**config.mk**
```make
export PLATFORM = sky130hd
export DESIGN_NAME = lif_neuron_bank_layer2_flat
export DESIGN_NICKNAME = d
export VERILOG_FILES = /design/src/rtl/snn_pkg.sv /design/src/rtl/lif_neuron_bank_layer2_if.sv /design/src/rtl/lif_update.sv /design/src/rtl/lif_neuron_bank_layer2.sv /design/src/flat_wrapper.sv
export SDC_FILE = /design/constraint.sdc
export NUM_CORES = 1
export LEC_CHECK = 0
export BUFFER_PORTS_ARGS = -buffer_cell sky130_fd_sc_hd__buf_2
export CAP_MARGIN = 20
export CORE_ASPECT_RATIO = 1.1
export CORE_UTILIZATION = 55
export DETAILED_ROUTE_END_ITERATION = 8
export GPL_ROUTABILITY_DRIVEN = 0
export PLACE_DENSITY_LB_ADDON = 0.05
export SLEW_MARGIN = 30
export SYNTH_ARGS = -nofsm -noshare
export SYNTH_HDL_FRONTEND = slang
export SYNTH_HIERARCHICAL = 1
export SYNTH_SLANG_ARGS = --single-unit
```
**constraint.sdc**
```tcl
create_clock -name clk -period 4.8 [get_ports clk]
set_input_delay 0.48 -clock clk [delete_from_list [all_inputs] [get_ports clk]]
set_output_delay 0.48 -clock clk [all_outputs]
set_load 0.01 [all_outputs]
```
**src/rtl/snn_pkg.sv**
```systemverilog
// Shared types and constants for the layer-2 LIF neuron bank.
// Holds the control state type, bank dimensions and the membrane clamp.
package snn_pkg;

    typedef enum logic [1:0] {
        S_IDLE,
        S_ACCUM,
        S_EMIT,
        S_DONE
    } state_t;

    localparam int N          = 25;
    localparam int MEM_W      = 12;
    localparam int THRESH     = 64;
    localparam int LEAK_SHIFT = 3;
    localparam int REFRAC     = 2;
    localparam int T_STEPS    = 16;
    localparam int CUR_W      = 8;

    localparam int IDX_W  = $clog2(N);
    localparam int STEP_W = $clog2(T_STEPS);
    localparam int RF_W   = $clog2(REFRAC + 1);

    localparam logic signed [MEM_W-1:0] THRESH_V = MEM_W'(THRESH);

    localparam logic signed [MEM_W:0] MEM_MAX =
        {2'b00, {(MEM_W-1){1'b1}}};
    localparam logic signed [MEM_W:0] MEM_MIN =
        {2'b11, {(MEM_W-1){1'b0}}};

    // Clamp a one-bit-wider intermediate into the membrane range
    // so an overflow pins at the rail instead of wrapping sign.
    function automatic logic signed [MEM_W-1:0] sat_mem(
        input logic signed [MEM_W:0] x
    );
        logic signed [MEM_W:0] y;
        y = x;
        if (x > MEM_MAX) begin
            y = MEM_MAX;
        end else if (x < MEM_MIN) begin
            y = MEM_MIN;
        end
        return y[MEM_W-1:0];
    endfunction

endpackage

```
**src/rtl/lif_neuron_bank_layer2_if.sv**
```systemverilog
// Current-in / spike-out handshake bundle of the neuron bank.
// The bank is the slave; the surrounding pipeline is the master.
interface lif_neuron_bank_layer2_if;
    import snn_pkg::*;

    logic                    start;
    logic signed [CUR_W-1:0] cur_in;
    logic                    cur_valid;
    logic                    cur_ready;
    logic [IDX_W-1:0]        cur_idx;
    logic [N-1:0]            spikes_out;
    logic                    spikes_valid;
    logic                    spikes_ready;
    logic [STEP_W-1:0]       step_idx;
    logic                    busy;
    logic                    done;

    modport master (
        output start, cur_in, cur_valid, spikes_ready,
        input  cur_ready, cur_idx, spikes_out, spikes_valid,
        input  step_idx, busy, done
    );

    modport slave (
        input  start, cur_in, cur_valid, spikes_ready,
        output cur_ready, cur_idx, spikes_out, spikes_valid,
        output step_idx, busy, done
    );

endinterface

```
**src/rtl/lif_update.sv**
```systemverilog
// Single-neuron leaky integrate-and-fire update, purely combinational.
// Shared by every neuron of the bank through the index mux.
module lif_update
    import snn_pkg::*;
(
    input  logic signed [MEM_W-1:0] v_i,
    input  logic [RF_W-1:0]         rf_i,
    input  logic signed [CUR_W-1:0] cur_i,
    output logic signed [MEM_W-1:0] v_o,
    output logic [RF_W-1:0]         rf_o,
    output logic                    spike_o
);

    logic signed [MEM_W:0]   v_x;
    logic signed [MEM_W:0]   leak;
    logic signed [MEM_W:0]   cur_x;
    logic signed [MEM_W:0]   sum;
    logic signed [MEM_W-1:0] v_sat;

    // Leak and integrate one bit wide, then clamp back to range.
    always_comb begin
        v_x   = {v_i[MEM_W-1], v_i};
        leak  = v_x >>> LEAK_SHIFT;
        cur_x = {{(MEM_W+1-CUR_W){cur_i[CUR_W-1]}}, cur_i};
        sum   = v_x - leak + cur_x;
        v_sat = sat_mem(sum);
    end

    // Refractory neurons discard the current; others fire at threshold.
    always_comb begin
        v_o     = v_sat;
        rf_o    = rf_i;
        spike_o = 1'b0;
        if (rf_i != '0) begin
            v_o  = '0;
            rf_o = rf_i - RF_W'(1);
        end else if (v_sat >= THRESH_V) begin
            v_o     = '0;
            rf_o    = RF_W'(REFRAC);
            spike_o = 1'b1;
        end
    end

endmodule

```
**src/rtl/lif_neuron_bank_layer2.sv**
```systemverilog
// Time-multiplexed LIF neuron bank: one current per cycle in,
// one spike vector per timestep out, T_STEPS timesteps per run.
module lif_neuron_bank_layer2
    import snn_pkg::*;
(
    input  logic                    clk,
    input  logic                    rst_n,
    lif_neuron_bank_layer2_if.slave bus
);

    state_t                  state_q, state_d;
    logic [IDX_W-1:0]        idx_q, idx_d;
    logic [STEP_W-1:0]       step_q, step_d;
    logic [N-1:0]            spk_q, spk_d;
    logic signed [MEM_W-1:0] mem_q [N];
    logic [RF_W-1:0]         rf_q [N];

    logic                    clr;
    logic                    wr;
    logic signed [MEM_W-1:0] v_nx;
    logic [RF_W-1:0]         rf_nx;
    logic                    spk_nx;

    lif_update u_upd (
        .v_i     (mem_q[idx_q]),
        .rf_i    (rf_q[idx_q]),
        .cur_i   (bus.cur_in),
        .v_o     (v_nx),
        .rf_o    (rf_nx),
        .spike_o (spk_nx)
    );

    // Control state and per-timestep bookkeeping registers.
    always_ff @(posedge clk or negedge rst_n) begin
        if (!rst_n) begin
            state_q <= S_IDLE;
            idx_q   <= '0;
            step_q  <= '0;
            spk_q   <= '0;
        end else begin
            state_q <= state_d;
            idx_q   <= idx_d;
            step_q  <= step_d;
            spk_q   <= spk_d;
        end
    end

    // Next state, neuron walk and spike vector assembly.
    always_comb begin
        state_d = state_q;
        idx_d   = idx_q;
        step_d  = step_q;
        spk_d   = spk_q;
        clr     = 1'b0;
        wr      = 1'b0;
        case (state_q)
            S_IDLE: begin
                if (bus.start) begin
                    clr     = 1'b1;
                    idx_d   = '0;
                    step_d  = '0;
                    spk_d   = '0;
                    state_d = S_ACCUM;
                end
            end
            S_ACCUM: begin
                if (bus.cur_valid) begin
                    wr           = 1'b1;
                    spk_d[idx_q] = spk_nx;
                    if (idx_q == IDX_W'(N - 1)) begin
                        idx_d   = '0;
                        state_d = S_EMIT;
                    end else begin
                        idx_d = idx_q + IDX_W'(1);
                    end
                end
            end
            S_EMIT: begin
                if (bus.spikes_ready) begin
                    if (step_q == STEP_W'(T_STEPS - 1)) begin
                        state_d = S_DONE;
                    end else begin
                        step_d  = step_q + STEP_W'(1);
                        idx_d   = '0;
                        spk_d   = '0;
                        state_d = S_ACCUM;
                    end
                end
            end
            S_DONE: begin
                state_d = S_IDLE;
            end
            default: begin
                state_d = S_IDLE;
            end
        endcase
    end

    // Membrane and refractory array; cleared wholesale on start.
    always_ff @(posedge clk or negedge rst_n) begin
        if (!rst_n) begin
            for (int i = 0; i < N; i++) begin
                mem_q[i] <= '0;
                rf_q[i]  <= '0;
            end
        end else if (clr) begin
            for (int i = 0; i < N; i++) begin
                mem_q[i] <= '0;
                rf_q[i]  <= '0;
            end
        end else if (wr) begin
            mem_q[idx_q] <= v_nx;
            rf_q[idx_q]  <= rf_nx;
        end
    end

    assign bus.cur_ready    = (state_q == S_ACCUM);
    assign bus.spikes_valid = (state_q == S_EMIT);
    assign bus.busy         = (state_q != S_IDLE);
    assign bus.done         = (state_q == S_DONE);
    assign bus.cur_idx      = idx_q;
    assign bus.step_idx     = step_q;
    assign bus.spikes_out   = spk_q;

endmodule

```
**src/flat_wrapper.sv**
```systemverilog
// flat-port wrapper written by rule: the top's interface ports become plain ports
module lif_neuron_bank_layer2_flat import snn_pkg::*;
  (clk, rst_n, bus_start, bus_cur_in, bus_cur_valid, bus_spikes_ready, bus_cur_ready, bus_cur_idx, bus_spikes_out, bus_spikes_valid, bus_step_idx, bus_busy, bus_done);
  lif_neuron_bank_layer2_if bus_i ();
  input  logic clk;
  input  logic rst_n;
  input wire logic [$bits(bus_i.start)-1:0] bus_start;
  input wire logic [$bits(bus_i.cur_in)-1:0] bus_cur_in;
  input wire logic [$bits(bus_i.cur_valid)-1:0] bus_cur_valid;
  input wire logic [$bits(bus_i.spikes_ready)-1:0] bus_spikes_ready;
  output wire logic [$bits(bus_i.cur_ready)-1:0] bus_cur_ready;
  output wire logic [$bits(bus_i.cur_idx)-1:0] bus_cur_idx;
  output wire logic [$bits(bus_i.spikes_out)-1:0] bus_spikes_out;
  output wire logic [$bits(bus_i.spikes_valid)-1:0] bus_spikes_valid;
  output wire logic [$bits(bus_i.step_idx)-1:0] bus_step_idx;
  output wire logic [$bits(bus_i.busy)-1:0] bus_busy;
  output wire logic [$bits(bus_i.done)-1:0] bus_done;
  assign bus_i.start = bus_start;
  assign bus_i.cur_in = bus_cur_in;
  assign bus_i.cur_valid = bus_cur_valid;
  assign bus_i.spikes_ready = bus_spikes_ready;
  assign bus_cur_ready = bus_i.cur_ready;
  assign bus_cur_idx = bus_i.cur_idx;
  assign bus_spikes_out = bus_i.spikes_out;
  assign bus_spikes_valid = bus_i.spikes_valid;
  assign bus_step_idx = bus_i.step_idx;
  assign bus_busy = bus_i.busy;
  assign bus_done = bus_i.done;
  lif_neuron_bank_layer2 u_core (.clk(clk), .rst_n(rst_n), .bus(bus_i));
endmodule
```
==> impl_metrics.py, run 1 <==
metrics = {
    "floorplan": {
        "die_area_sq_um": 37900,
        "pin_count": 51,
        "std_cell_rows": 73,
        "die_h_microns": 204,
        "core_area_sq_um": 36400,
        "start_util_pct": 56.2,
        "chipWidth_microns": 186,
    },
    "worst_setup_path": {
        "crit_family": "simple AND/OR/NAND/NOR gates",
        "crit_chain": "buf_4, nor2b_1, buf_4, a22oi_1, nand4_1, nand4_1, inv_1, fa_1, inv_1, ha_1, a21o_1, a221o_1, or4b_4, o311ai_4, nor4b_4, a31oi_4, clkbuf_16, a21oi_4, buf_12, clkbuf_16, mux2i_1, nor2_1",
        "crit_start": "u_core/bus.cur_idx[2]",
        "endpoint": "u_core/mem_q[158]",
        "reg2reg_depth": 22,
        "r2r-end": "u_core/mem_q[158]",
        "cp.depth": 22,
        "critPathBufInv": 7,
        "critPathKind": "flop to flop",
        "rrSetupSlack_ns": -0.41,
        "crit_fanout": 12,
        "cp.required_ns": 5.21,
        "cp_slowest_cell": "dfrtp_2",
        "start_kind": "flop",
        "end_kind": "flop",
        "max_stage_delay_ns": 0.55,
        "r2r-start": "u_core/bus.cur_idx[2]",
        "cp.arrival_ns": 5.62,
    },
    "synth": {
        "synth-async-reset-ratio_pct": 100,
        "synth-seq-area-share_pct": 47.3,
        "syn-num-nets": 2177,
        "ys.flop_type": "dfrtp_1",
        "synth_mux_area_share_pct": 14.9,
        "synth_adder_area_share_pct": 2.18,
        "yosysWarnings": 6,
        "avgSynthCellArea_sq_um": 9.57,
        "synth-xor-area-share_pct": 0.214,
        "synth_compound_area_share_pct": 11.5,
        "synthSimpleGateAreaFrac_pct": 18.0,
        "ys_ff_latch": 386,
        "syn_inst": 2135,
        "netlist_area_sq_um": 20400,
        "synth_top_family_by_area": "simple AND/OR/NAND/NOR gates",
        "synth_edf_count": 0,
        "netlist-cell-type-count": 82,
    },
    "drt": {
        "routedWlPerCell_microns": 24.1,
        "vias_per_cell": 6.20,
        "drc_errors": 0,
        "totalWireLength_mm": 66.5,
        "ant_nets": 0,
        "vias": 17128,
        "drt_iter0_drc": 1837,
        "first_pass_iters": 9,
    },
    "layout": {
        "areaGrowthSynthToFinish_pct": 21.7,
        "layout_commonest_cell": "nand2_1",
        "fin_nets": 2287,
        "layout_common_cells": "524 x nand2_1, 383 x dfrtp_1, 236 x a21oi_1",
        "layout-drive-gt1-share_pct": 25.0,
        "num_antenna_cells": 0,
    },
    "timing": {
        "finalCritPeriodShare_pct": 108,
        "min_period_ns": 5.21,
        "finalSetupTns_ns": -93.16,
        "timing.fmax_mhz": 192,
        "hold_viol": 0,
        "setup_viol_count_final": 325,
        "rsz0062_at_grt": "yes",
        "finClkSkew_ns": 0.0275,
        "tightest_slew_ns": 1.10,
        "slew_viol_final": 0,
        "relSlewSlack_pct": 25.9,
        "setup_slack_ns": -0.405,
        "hold_ws_ns": 0.227,
    },
    "placement": {
        "dp_slack_ns": -0.477,
        "numPortBuffers": 50,
        "dpl.hpwl_mm": 40.6,
    },
    "clock_network": {
        "clock_insertion_delay_worst_skew_ns": 0.59,
        "cts_sinks": 386,
        "cts_root_buf": "clkbuf_16",
        "clockBufferDepth": 3,
        "h-tree-depth": 2,
        "cts-buffers-inserted": 42,
        "clk_pin_slew_ns": 0.06,
        "cts_tree": "done",
    },
    "global_routing": {
        "grt_antenna_before_repair": 0,
        "grt_pass1_vias": 16510,
        "grt.met3_usage_pct": 5.81,
        "use_met1_pct": 49.8,
        "met2_usage_pct": 53.7,
        "grt-ovfl-total": 0,
        "grt.total_usage_pct": 35.3,
        "grt.busiest_layer": "met2",
        "grt_max_degree": 201,
        "grt_pass1_wl_mm": 99.8,
    },
    "hold_path": {
        "min_from": "bus_spikes_ready",
        "hp-class": "input pin to flop",
    },
    "run_status": {
        "outcome": "finished, violations left",
        "violations": "negative setup slack",
    },
    "flow_run": {
        "cap_violations": 0,
    },
}
[sequential cells by signal (all words and copies together), names as in the netlist]
signal and count:
u_core/state_q 2, u_core/bus.spikes_out 25, u_core/bus.cur_idx 5, u_core/bus.step_idx 4, u_core/rf_q 50, u_core/mem_q 300
[worst min-delay path: stages]
cell and delay [ns]:
buf_2 0.14, nand3_1 0.09, o21ai_0 0.06
[worst min path at each step]
| stage | endpoint | depth (start not counted) |
|---|---|---|
| 5_1_grt | u_core/state_q[0] | 3 |
| 6_report | u_core/state_q[0] | 3 |
| 3_5_place_dp | u_core/bus.spikes_out[23] | 1 |
| 3_3_place_gp | u_core/bus.spikes_out[18] | 2 |
| 2_1_floorplan | u_core/bus.cur_idx[0] | 0 |
| 4_1_cts | u_core/bus.step_idx[0] | 1 |
[layout make-up]
type,instances,area [sq um]
clock inverters,12,181
inverters,51,191
clock buffers,63,1280
flip-flops and latches,386,9670
well taps,487,609
multi-input cells,1494,10300
fillers,2862,11500
repair buffers,270,2590
[cells in the mapped netlist (15+ instances only)]
cell type  instances  share of area [%]
a21oi_1          276                6.8
a22oi_1           28                1.0
buf_2             92                2.3
buf_4             25               0.92
clkbuf_1          78                1.4
dfrtp_1          386                 47
ha_1              18                1.1
inv_1             50               0.92
mux2i_1          151                7.4
mux4_2            66                7.3
nand2_1          542                 10
nand3_1           45                1.1
nand4_1           15               0.46
nor2_1           139                2.6
[metrics by stage]
| stage | util (%) | std cells | instance area, sq um |
|---|---|---|---|
| after global routing | 68.4 | 2763 | 24900 |
| final | 68.4 | 2763 | 24900 |
| after global placement | 60.7 | 2644 | 22100 |
| after floorplan | - | 2135 | 20600 |
| after CTS | 66.5 | 2742 | 24200 |
| after detailed placement | 60.7 | 2644 | 22100 |
[layer usage]
| metal | vias up | routed length (microns) |
|---|---|---|
| met2 | 766 | 30700 |
| met1 | 8676 | 27900 |
| li1 | 7525 | - |
| met5 | - | 0 |
| met4 | 0 | 2980 |
| met3 | 161 | 4970 |
[kinds of logic after synthesis]
group	count (synthesis)
simple gates	837
compound gates	402
flops	386
buf+inv	255
mux	221
fa+ha+maj	29
xor+xnor	5
[repair_timing]
action                                  in CTS  in global routing
hold buffers                                 0                  1
gates cloned                                 6                  6
endpoints found under the setup margin     350                350
buffers inserted                            17                 19
pin swaps                                   21                 26
resized for setup                           66                 97
endpoints found under the hold margin        0                 37
Power of run 1 is not shown: default switching activity piles up to over one toggle a cycle in this logic, so the estimate is an artifact.
==> run 2: changes to the inputs <==
CORE_UTILIZATION = 56   (was 55)
==> run 2 against run 1 <==
Compared with the run above:
- the run ends with negative hold slack, negative setup slack left
- cell area rose by 2.2%
- sequential share of layout area fell by 0.84 points
- count of clock-buffer cells in the layout rose by 1
- highest routed layer unchanged
==> impl_metrics.py, run 2 (synthesis results as in run 1) <==
metrics = {
    "run_status": {
        "outcome": "finished, violations left",
        "violations": "negative hold slack, negative setup slack",
    },
    "global_routing": {
        "grt_antenna_before_repair": 1,
        "grt-ovfl-total": 0,
        "grt_max_degree": 144,
        "grt.total_usage_pct": 37.2,
        "met2_usage_pct": 57.5,
        "grt_pass1_vias": 17235,
        "grt_pass1_wl_mm": 104,
        "grt.met3_usage_pct": 6.86,
        "use_met1_pct": 50.4,
        "grt.busiest_layer": "met2",
    },
    "worst_setup_path": {
        "end_kind": "flop",
        "crit_fanout": 14,
        "rrSetupSlack_ns": -0.56,
        "start_kind": "flop",
        "cp.arrival_ns": 5.85,
        "max_stage_delay_ns": 0.54,
        "cp.required_ns": 5.29,
        "critPathKind": "flop to flop",
        "crit_chain": "buf_4, and2_1, a22oi_2, nand3_1, nand4_1, buf_4, fa_1, inv_2, ha_4, nand4_1, or3_4, nand3_2, or3b_4, nor4b_4, buf_4, a31oi_4, buf_12, a21oi_4, buf_12, buf_16, nand2_4, a21oi_2",
        "cpMostUsedCell": "buf_4",
        "critPathBufInv": 7,
        "cp_slowest_cell": "dfrtp_2",
        "crit_family": "simple AND/OR/NAND/NOR gates",
    },
    "clock_network": {
        "clockBufferDepth": 3,
        "clock_insertion_delay_worst_skew_ns": 0.60,
        "holdBufCountCts": 0,
        "cts_sinks": 386,
        "clk_pin_slew_ns": 0.06,
        "cts_root_buf": "clkbuf_16",
        "cts_tree": "done",
        "h-tree-depth": 2,
        "cts-buffers-inserted": 42,
    },
    "floorplan": {
        "std_cell_rows": 73,
        "die_h_microns": 202,
        "start_util_pct": 56.6,
        "pin_count": 51,
        "die_area_sq_um": 37200,
        "core_area_sq_um": 36100,
        "chipWidth_microns": 184,
    },
    "layout": {
        "layout_common_cells": "494 x nand2_1, 382 x dfrtp_1, 188 x a21oi_1",
        "num_antenna_cells": 0,
        "fin_nets": 2301,
        "layout_commonest_cell": "nand2_1",
        "largest-register": "u_core/mem_q",
        "layout-drive-gt1-share_pct": 28.6,
        "stdcell_area_sq_um": 25400,
        "areaGrowthSynthToFinish_pct": 24.4,
        "largest_reg_flops": 300,
        "n_fill_cell": 2618,
    },
    "drt": {
        "vias": 17395,
        "totalWireLength_mm": 68.6,
        "first_pass_iters": 5,
        "drc_errors": 0,
        "ant_nets": 0,
        "vias_per_cell": 6.26,
        "drt_iter0_drc": 1710,
        "routedWlPerCell_microns": 24.7,
    },
    "timing": {
        "rsz0062_at_grt": "yes",
        "finClkSkew_ns": 0.0301,
        "slew_viol_final": 0,
        "hold_ws_ns": -0.0585,
        "hold_viol": 16,
        "setup_viol_count_final": 350,
        "finalCritPeriodShare_pct": 112,
        "timing.fmax_mhz": 187,
        "tightest_slew_ns": 0.973,
        "relSlewSlack_pct": 35.1,
        "min_period_ns": 5.36,
        "setup_slack_ns": -0.556,
    },
    "placement": {
        "placed_area_sq_um": 22000,
        "numPortBuffers": 50,
        "dpl.hpwl_mm": 40.5,
    },
    "hold_path": {
        "hp-class": "input pin to async pin",
    },
    "flow_run": {
        "cap_violations": 0,
    },
}
[run 2: cell type report]
type | count | area (sq um) | share of cell area [%]
timing repair buffer | 283 | 2840 | 11.2
multi-input combinational | 1495 | 10700 | 42.2
clock buffer | 64 | 1230 | 4.86
sequential | 386 | 9670 | 38.1
inverter | 51 | 191 | 0.753
tap | 487 | 609 | 2.40
clock inverter | 11 | 151 | 0.596
[run 2: timing repair]
action	in CTS	in global routing
gates resized for setup	169	111
buffers inserted	40	9
setup endpoints to repair	350	350
pin swaps	56	44
gates cloned	13	4
[run 2: final timing paths]
path	start	to	depth (start not counted)
setup / recovery	u_core/bus.cur_idx[2]	u_core/mem_q[1]	22
hold reg to reg	u_core/bus.spikes_out[4]	u_core/bus.spikes_out[4]	2
hold / removal	rst_n	u_core/bus.step_idx[0]	1
setup reg to reg	u_core/bus.cur_idx[2]	u_core/mem_q[1]	22
max in group asynchronous	rst_n	u_core/mem_q[215]	2
min in group clk	bus_spikes_ready	u_core/state_q[0]	3
[run 2: per-stage QoR]
| stage | cells | util, % | setup WS (ns) | setup TNS [ns] |
|---|---|---|---|---|
| 3_3_place_gp | 2642 | 61.0 | -0.484 | -129.22 |
| 5_1_grt | 2777 | 70.4 | -0.664 | -182.95 |
| 6_report | 2777 | 70.4 | -0.556 | -140.72 |
| 2_1_floorplan | 2135 | - | -0.00734 | -0.0150 |
| 3_5_place_dp | 2642 | 61.0 | -0.545 | -144.86 |
| 4_1_cts | 2768 | 68.9 | -0.390 | -91.65 |
[run 2: metal layers]
metal	up-vias	routed length, microns
met1	8807	27600
met2	844	31800
met3	198	5570
met5	-	0
met4	0	3560
li1	7546	-
[run 2: worst reg2reg max path, cell delays in order, from the launching register on]
cell and delay (ns):
dfrtp_2 0.54, buf_4 0.34, and2_1 0.41, a22oi_2 0.15, nand3_1 0.20, nand4_1 0.16
buf_4 0.18, fa_1 0.52, inv_2 0.05, ha_4 0.28, nand4_1 0.15, or3_4 0.41
nand3_2 0.07, or3b_4 0.41, nor4b_4 0.22, buf_4 0.18, a31oi_4 0.10, buf_12 0.19
a21oi_4 0.14, buf_12 0.16, buf_16 0.17, nand2_4 0.07, a21oi_2 0.16
Power of run 2 is left out for the same reason.
